[src/rtl/softmax_normalizer_pkg.sv]
// Shared widths and FSM encoding for the softmax normalizer; ALPHA_DATA_WIDTH is
// the alpha word width the aggregator and its alpha FIFO must agree on.
package softmax_normalizer_pkg;

   localparam int unsigned EXP_W            = 16;
   localparam int unsigned MAX_NODES        = 16;
   localparam int unsigned NODE_W           = $clog2(MAX_NODES + 1);
   localparam int unsigned SUM_W            = EXP_W + $clog2(MAX_NODES);
   localparam int unsigned ALPHA_F          = 15;
   localparam int unsigned ALPHA_W          = ALPHA_F + 1;
   localparam int unsigned ALPHA_DATA_WIDTH = ALPHA_W;
   localparam int unsigned IDX_W            = (MAX_NODES > 1) ? $clog2(MAX_NODES) : 1;

   typedef enum logic [1:0] {IDLE, COLLECT, DIVIDE, EMIT} softmax_state_t;

   // Index of the last neighbour after clamping the count into 1..MAX_NODES.
   function automatic logic [IDX_W-1:0] last_index(input logic [NODE_W-1:0] n);
      if (n == '0)
         return '0;
      if (n > NODE_W'(MAX_NODES))
         return IDX_W'(MAX_NODES - 1);
      return IDX_W'(n - NODE_W'(1));
   endfunction

endpackage

[src/rtl/softmax_normalizer_serial_divider.sv]
// Restoring unsigned serial divider, one quotient bit per cycle; done pulses QW
// cycles after start. Requires (dividend >> QW) < divisor so the quotient fits QW bits.
module softmax_normalizer_serial_divider #(
   parameter int unsigned DVW = 31,
   parameter int unsigned DSW = 20,
   parameter int unsigned QW  = 16
) (
   input  logic           clk,
   input  logic           rst_n,
   input  logic           start,
   input  logic [DVW-1:0] dividend,
   input  logic [DSW-1:0] divisor,
   output logic           busy,
   output logic           done,
   output logic [QW-1:0]  quotient
);

   localparam int unsigned CNT_W = $clog2(QW + 1);

   logic [DSW-1:0]   rem;
   logic [DSW-1:0]   divisor_q;
   logic [QW-1:0]    quo;
   logic [CNT_W-1:0] cnt;
   logic [DSW:0]     shifted;
   logic             qbit;
   logic [DSW-1:0]   rem_next;

   // quo doubles as the remaining-dividend shift register and the quotient.
   always_comb begin
      shifted  = {rem, quo[QW-1]};
      qbit     = (shifted >= {1'b0, divisor_q});
      rem_next = qbit ? DSW'(shifted - {1'b0, divisor_q}) : shifted[DSW-1:0];
   end

   always_ff @(posedge clk) begin
      if (!rst_n) begin
         rem       <= '0;
         divisor_q <= '0;
         quo       <= '0;
         cnt       <= '0;
         done      <= 1'b0;
      end else begin
         done <= 1'b0;
         if (start && cnt == '0) begin
            rem       <= DSW'(dividend >> QW);
            quo       <= dividend[QW-1:0];
            divisor_q <= divisor;
            cnt       <= CNT_W'(QW);
         end else if (cnt != '0) begin
            rem <= rem_next;
            quo <= {quo[QW-2:0], qbit};
            cnt <= cnt - CNT_W'(1);
            if (cnt == CNT_W'(1))
               done <= 1'b1;
         end
      end
   end

   assign busy     = (cnt != '0);
   assign quotient = quo;

endmodule

[src/rtl/softmax_normalizer.sv]
// Buffers one neighbourhood of exp scores, sums them, and writes alpha = e*2^ALPHA_F/sum
// per score in arrival order. Define SOFTMAX_STALL_CNT_EN to add the stall_cnt_o counter.
module softmax_normalizer
   import softmax_normalizer_pkg::*;
(
   input  logic               clk,
   input  logic               rst_n,
   input  logic               coef_valid_i,
   output logic               coef_ready_o,
   input  logic [EXP_W-1:0]   coef_data_i,
   input  logic [NODE_W-1:0]  coef_num_nodes_i,
   output logic [ALPHA_W-1:0] alpha_FIFO_din,
   output logic               alpha_FIFO_wr_vld,
   input  logic               alpha_FIFO_full,
   output logic               node_done_o
`ifdef SOFTMAX_STALL_CNT_EN
   ,
   output logic [31:0]        stall_cnt_o
`endif
);

   softmax_state_t     state;
   logic [EXP_W-1:0]   buffer [MAX_NODES];
   logic [IDX_W-1:0]   last_idx;
   logic [IDX_W-1:0]   in_idx;
   logic [IDX_W-1:0]   out_idx;
   logic [SUM_W-1:0]   sum;
   logic               xfer;
   logic               div_start;
   logic               div_busy;
   logic               div_done;
   logic [ALPHA_W-1:0] div_quotient;

   assign xfer              = coef_valid_i && coef_ready_o;
   assign div_start         = (state == DIVIDE) && !div_busy && !div_done && (sum != '0);
   assign alpha_FIFO_wr_vld = (state == EMIT) && !alpha_FIFO_full;
   assign node_done_o       = alpha_FIFO_wr_vld && (out_idx == last_idx);

   always_ff @(posedge clk) begin
      if (xfer)
         buffer[(state == IDLE) ? '0 : in_idx] <= coef_data_i;
   end

   softmax_normalizer_serial_divider #(
      .DVW (EXP_W + ALPHA_F),
      .DSW (SUM_W),
      .QW  (ALPHA_W)
   ) u_divider (
      .clk      (clk),
      .rst_n    (rst_n),
      .start    (div_start),
      .dividend ({buffer[out_idx], {ALPHA_F{1'b0}}}),
      .divisor  (sum),
      .busy     (div_busy),
      .done     (div_done),
      .quotient (div_quotient)
   );

   always_ff @(posedge clk) begin
      if (!rst_n) begin
         state          <= IDLE;
         coef_ready_o   <= 1'b1;
         last_idx       <= '0;
         in_idx         <= '0;
         out_idx        <= '0;
         sum            <= '0;
         alpha_FIFO_din <= '0;
      end else begin
         case (state)
            IDLE: begin
               if (xfer) begin
                  last_idx <= last_index(coef_num_nodes_i);
                  sum      <= SUM_W'(coef_data_i);
                  in_idx   <= IDX_W'(1);
                  out_idx  <= '0;
                  if (last_index(coef_num_nodes_i) == '0) begin
                     state        <= DIVIDE;
                     coef_ready_o <= 1'b0;
                  end else begin
                     state <= COLLECT;
                  end
               end
            end
            COLLECT: begin
               if (xfer) begin
                  sum    <= sum + SUM_W'(coef_data_i);
                  in_idx <= in_idx + IDX_W'(1);
                  if (in_idx == last_idx) begin
                     state        <= DIVIDE;
                     coef_ready_o <= 1'b0;
                  end
               end
            end
            DIVIDE: begin
               // An all-zero neighbourhood bypasses the divider entirely.
               if (sum == '0) begin
                  alpha_FIFO_din <= '0;
                  state          <= EMIT;
               end else if (div_done) begin
                  alpha_FIFO_din <= div_quotient;
                  state          <= EMIT;
               end
            end
            EMIT: begin
               if (!alpha_FIFO_full) begin
                  out_idx <= out_idx + IDX_W'(1);
                  if (out_idx == last_idx) begin
                     state        <= IDLE;
                     coef_ready_o <= 1'b1;
                  end else begin
                     state <= DIVIDE;
                  end
               end
            end
            default: state <= IDLE;
         endcase
      end
   end

`ifdef SOFTMAX_STALL_CNT_EN
   always_ff @(posedge clk) begin
      if (!rst_n)
         stall_cnt_o <= '0;
      else if (state == EMIT && alpha_FIFO_full && stall_cnt_o != '1)
         stall_cnt_o <= stall_cnt_o + 32'd1;
   end
`endif

endmodule

[config.mk]
export PLATFORM = sky130hd
export DESIGN_NAME = softmax_normalizer
export DESIGN_NICKNAME = d
export VERILOG_FILES = /design/src/rtl/softmax_normalizer_pkg.sv /design/src/rtl/softmax_normalizer_serial_divider.sv /design/src/rtl/softmax_normalizer.sv
export SDC_FILE = /design/constraint.sdc
export NUM_CORES = 1
export LEC_CHECK = 0
export BUFFER_PORTS_ARGS = -buffer_cell sky130_fd_sc_hd__buf_2
export CORE_MARGIN = 1
export CORE_UTILIZATION = 53
export DETAILED_ROUTE_END_ITERATION = 6
export GPL_ROUTABILITY_DRIVEN = 0
export PLACE_DENSITY_LB_ADDON = 0.15
export SLEW_MARGIN = 5
export SYNTH_ARGS = -nofsm -noshare
export SYNTH_HDL_FRONTEND = slang
export SYNTH_SLANG_ARGS = --single-unit
[constraint.sdc]
create_clock -name clk -period 4.5 [get_ports clk]
set_clock_uncertainty 0.2 [all_clocks]
set_input_delay 0 -clock clk [delete_from_list [all_inputs] [get_ports clk]]
set_output_delay 0 -clock clk [all_outputs]
set_load 0.005 [all_outputs]
==> impl_results.md <==
- Status: finished, violations left
- Failing checks: design-rule violations
- Final ANT Viol Nets: 0
- Register area share after synthesis: 0.598
- CTS tree: done
- Worst r2r src: coef_ready_o
- CP startpoint kind: register
- Final nets: ~1400
- # Max-Cap Violations: 0
- Post-synth EDFFs: between 200 and 300
- Area of placed instances: between 15000 and 20000 µm²
- Final wirelength: roughly 39 mm
- First-pass GRT wire length: 61.0 mm
- WP buf/inv: 2
- CP max stage delay: about 0.59 ns
- RSZ-0062 raised after global routing: no
- Worst-margin pin slew: 1.16 ns
- Largest net degree at the start of global routing: 65
- Int Pwr: ~0.0069 W
- ANT cells: 0
- Drt first-iter violations: ~930
- Synth Flop Type: edfxtp_1
- Storage cell area: 10000 µm²
- Slew Limit Fails: 0
- CP top delay family: simple AND/OR/NAND/NOR gates
- Switch Pwr: approximately 0.0032 W
- Number of synthesized register bits: 373
- Sink Count: about 370
- Drt drc: 3
- Port Buffer Count: 43
- Tightest Hold Check Type: primary input to register
- Hold_ws: 0.0819 ns
- Ports: 44
- Pre-Repair DR Iteration Count: 7
- Final Hold Fails: 0
- Synthesized area per cell: 13.3 µm²
- Layout filler cell count: around 2400
- H-tree depth: 2
- Post-Synthesis Cells: 1264
- Pwr/cell area: 529 nW/µm²
- Vias in the first global route: between 10000 and 15000
- Post-cts resize count: 0
- Syn Nets: ~1300
- Area occupied by multi-input gates: 6390 µm²
- Final cell count without fillers: between 1500 and 2000
- Core area: between 30000 and 40000 µm²
- Min Tclk post-route: roughly 3.3 ns
- Hpwl dp: 24.6 mm
- Multiplexer share of the synthesized area: 0.128
- CP cell instances: nand2_1, or2_2, nor2_1, o221ai_1, dlygate4sd3_1, a21boi_0, dlygate4sd3_1
- Placed cell count: 1669
- Vias/cell: roughly 6.0
- Warnings, synthesis: 0
- Initial core utilization: 0.544
- Crit Path Class: register to register
- CP Capture Type: register
- Fmax: about 0.3 GHz
- Bufs on Longest Clock Path: 3
- Initial antenna violation count: 0
- Reg power frac: 0.406
- Share of synthesized registers carrying an async set or reset: 0
- Cell mode on critical path: dlygate4sd3_1
- Clock share of power: 0.302
- XOR/XNOR Fraction of Synth Area: 0.0178
- Final worst path period share: 0.731
- Switching share of power: 0.321
- Clock Tree Root: clkbuf_16
- Row count: 64
- Total GRT Usage: 0.246
- Final setup fails: 0
- Static leakage: 6.46 nW
- Post-Synth Adder-Cell Area: 0.0343
- Top post-synthesis cells by area: edfxtp_1, dfxtp_1, mux4_2
- Count leader, synth: edfxtp_1
- Setup_tns: 0 ns
- Peak supply drop: approximately 0.38 mV
- GRT overflow: 0
- Share of layout cells above drive strength 1: 0.188
- Drt wl/cell: 21.8 µm
- Synth Area in Simple Gates: 0.0973
- Die area: approximately 32000 µm²
- Largest area contributor in the netlist: edfxtp_1
- Arr. time, crit path: about 3.6 ns
- Vias: between 10000 and 15000
- R2R Setup Slk: between 1 and 1.5 ns
- Setup crit start: coef_ready_o
- Synth top area share: 0.458
- Slowest cell on crit path: dlygate4sd3_1
- Complex-gate fraction of the synthesized area: 0.0991
- Die H: ~180 µm
- Area grow syn2layout: 13.8%
- Die W: ~180 µm
- Synthesized area: between 15000 and 20000 µm²
- Worst slew margin: 0.228
- Power share of the combinational group: 0.292
- Post-synth cell types: 67
- Worst-Skew Late Latency: between 0.5 and 0.6 ns
- Clock-pin slew on the worst setup and hold paths: 0.06 ns
- Finished Cell Area: 19100 µm²
- CTS Buf Count: 39
- CP Data Required Time: 4.77 ns
- Largest family of logic cells by synthesized area: multiplexers
- Hold Path Origin: coef_num_nodes_i[0]
- CP Max Fanout: 15
- Post-synth top cells: edfxtp_1, nand2_1, dfxtp_1
[power groups by stage]
stage                     sequential (W)  combinational (W)  clock [W]
after floorplan                  0.00408            0.00223          0
after global placement           0.00416            0.00283          0
after detailed placement         0.00417            0.00287          0
after CTS                        0.00409            0.00294    0.00310
after global routing             0.00413            0.00328    0.00325
final                            0.00410            0.00295    0.00305
[cell usage in the layout (no fill, tap or decap), types with 14 or more instances in the layout]
cell type        n
buf_4           31
edfxtp_1       256
clkbuf_16       40
dfxtp_1        115
nor3b_1         18
nor3_1          15
nor2_2          15
nor2b_1         25
dlygate4sd3_1   32
ha_1            42
a21boi_0        27
nand3_1         24
xnor2_1         20
a21oi_1         85
nor2_1          60
nand2_1        122
buf_2           43
mux2i_1         21
inv_1           39
mux4_2          80
o21ai_0         43
xor2_1          14
[flip-flops by register name (all words and copies together) (netlist names), named ones only]
name                 cells
u_divider.divisor_q     20
sum                     20
coef_ready_o             1
u_divider.cnt            5
u_divider.quotient      16
out_idx                  4
state                    2
in_idx                   4
u_divider.done           1
u_divider.rem           20
buffer                 256
last_idx                 4
alpha_FIFO_din          16
[path summary, 6_finish.rpt]
path	endpoint	cells past startpoint
max reg2reg	last_idx[3]	7
max	last_idx[3]	7
min reg2reg	u_divider.divisor_q[14]	2
min	state[0]	6
[layout make-up]
type                       instances  area share
tap                              396      0.0260
timing repair buffer             108      0.0423
sequential                       373       0.526
clock inverter                    24     0.00937
clock buffer                      47      0.0543
multi-input combinational        785       0.335
inverter                          39     0.00767
[cell families after synthesis]
kind of cell / after synthesis
flops: 373
simple gates: 341
compound gates: 252
mux: 113
buf+inv: 106
fa+ha+maj: 45
xor+xnor: 34
[through the flow]
stage | total power [W] | setup WS [ns] | utilization
after floorplan | 0.00631 | 1.70 | -
after global placement | 0.00700 | 1.42 | 0.569
after detailed placement | 0.00704 | 1.38 | 0.569
after CTS | 0.0101 | 1.23 | 0.619
after global routing | 0.0107 | 1.02 | 0.619
final | 0.0101 | 1.21 | 0.619
[layer usage]
metal / vias up / global-route usage / share of wire
li1: 4978 / - / -
met1: 5283 / 0.346 / 0.44
met2: 253 / 0.412 / 0.49
met3: 46 / 0.0314 / 0.050
met4: 0 / 0.0541 / 0.017
met5: - / 0 / 0
[worst register-to-register path, delay by kind of cell (launching register included)]
family	cells	cell delay [ns]
simple gates	3	1.15
buf+inv	2	1.14
flops	1	0.37
compound gates	2	0.37
[timing repair]
action	4_1_cts	5_1_grt
setup buffers	0	0
hold endpoints to repair	303	0
hold buffers	32	0
Power figures use the tool's default switching activity.
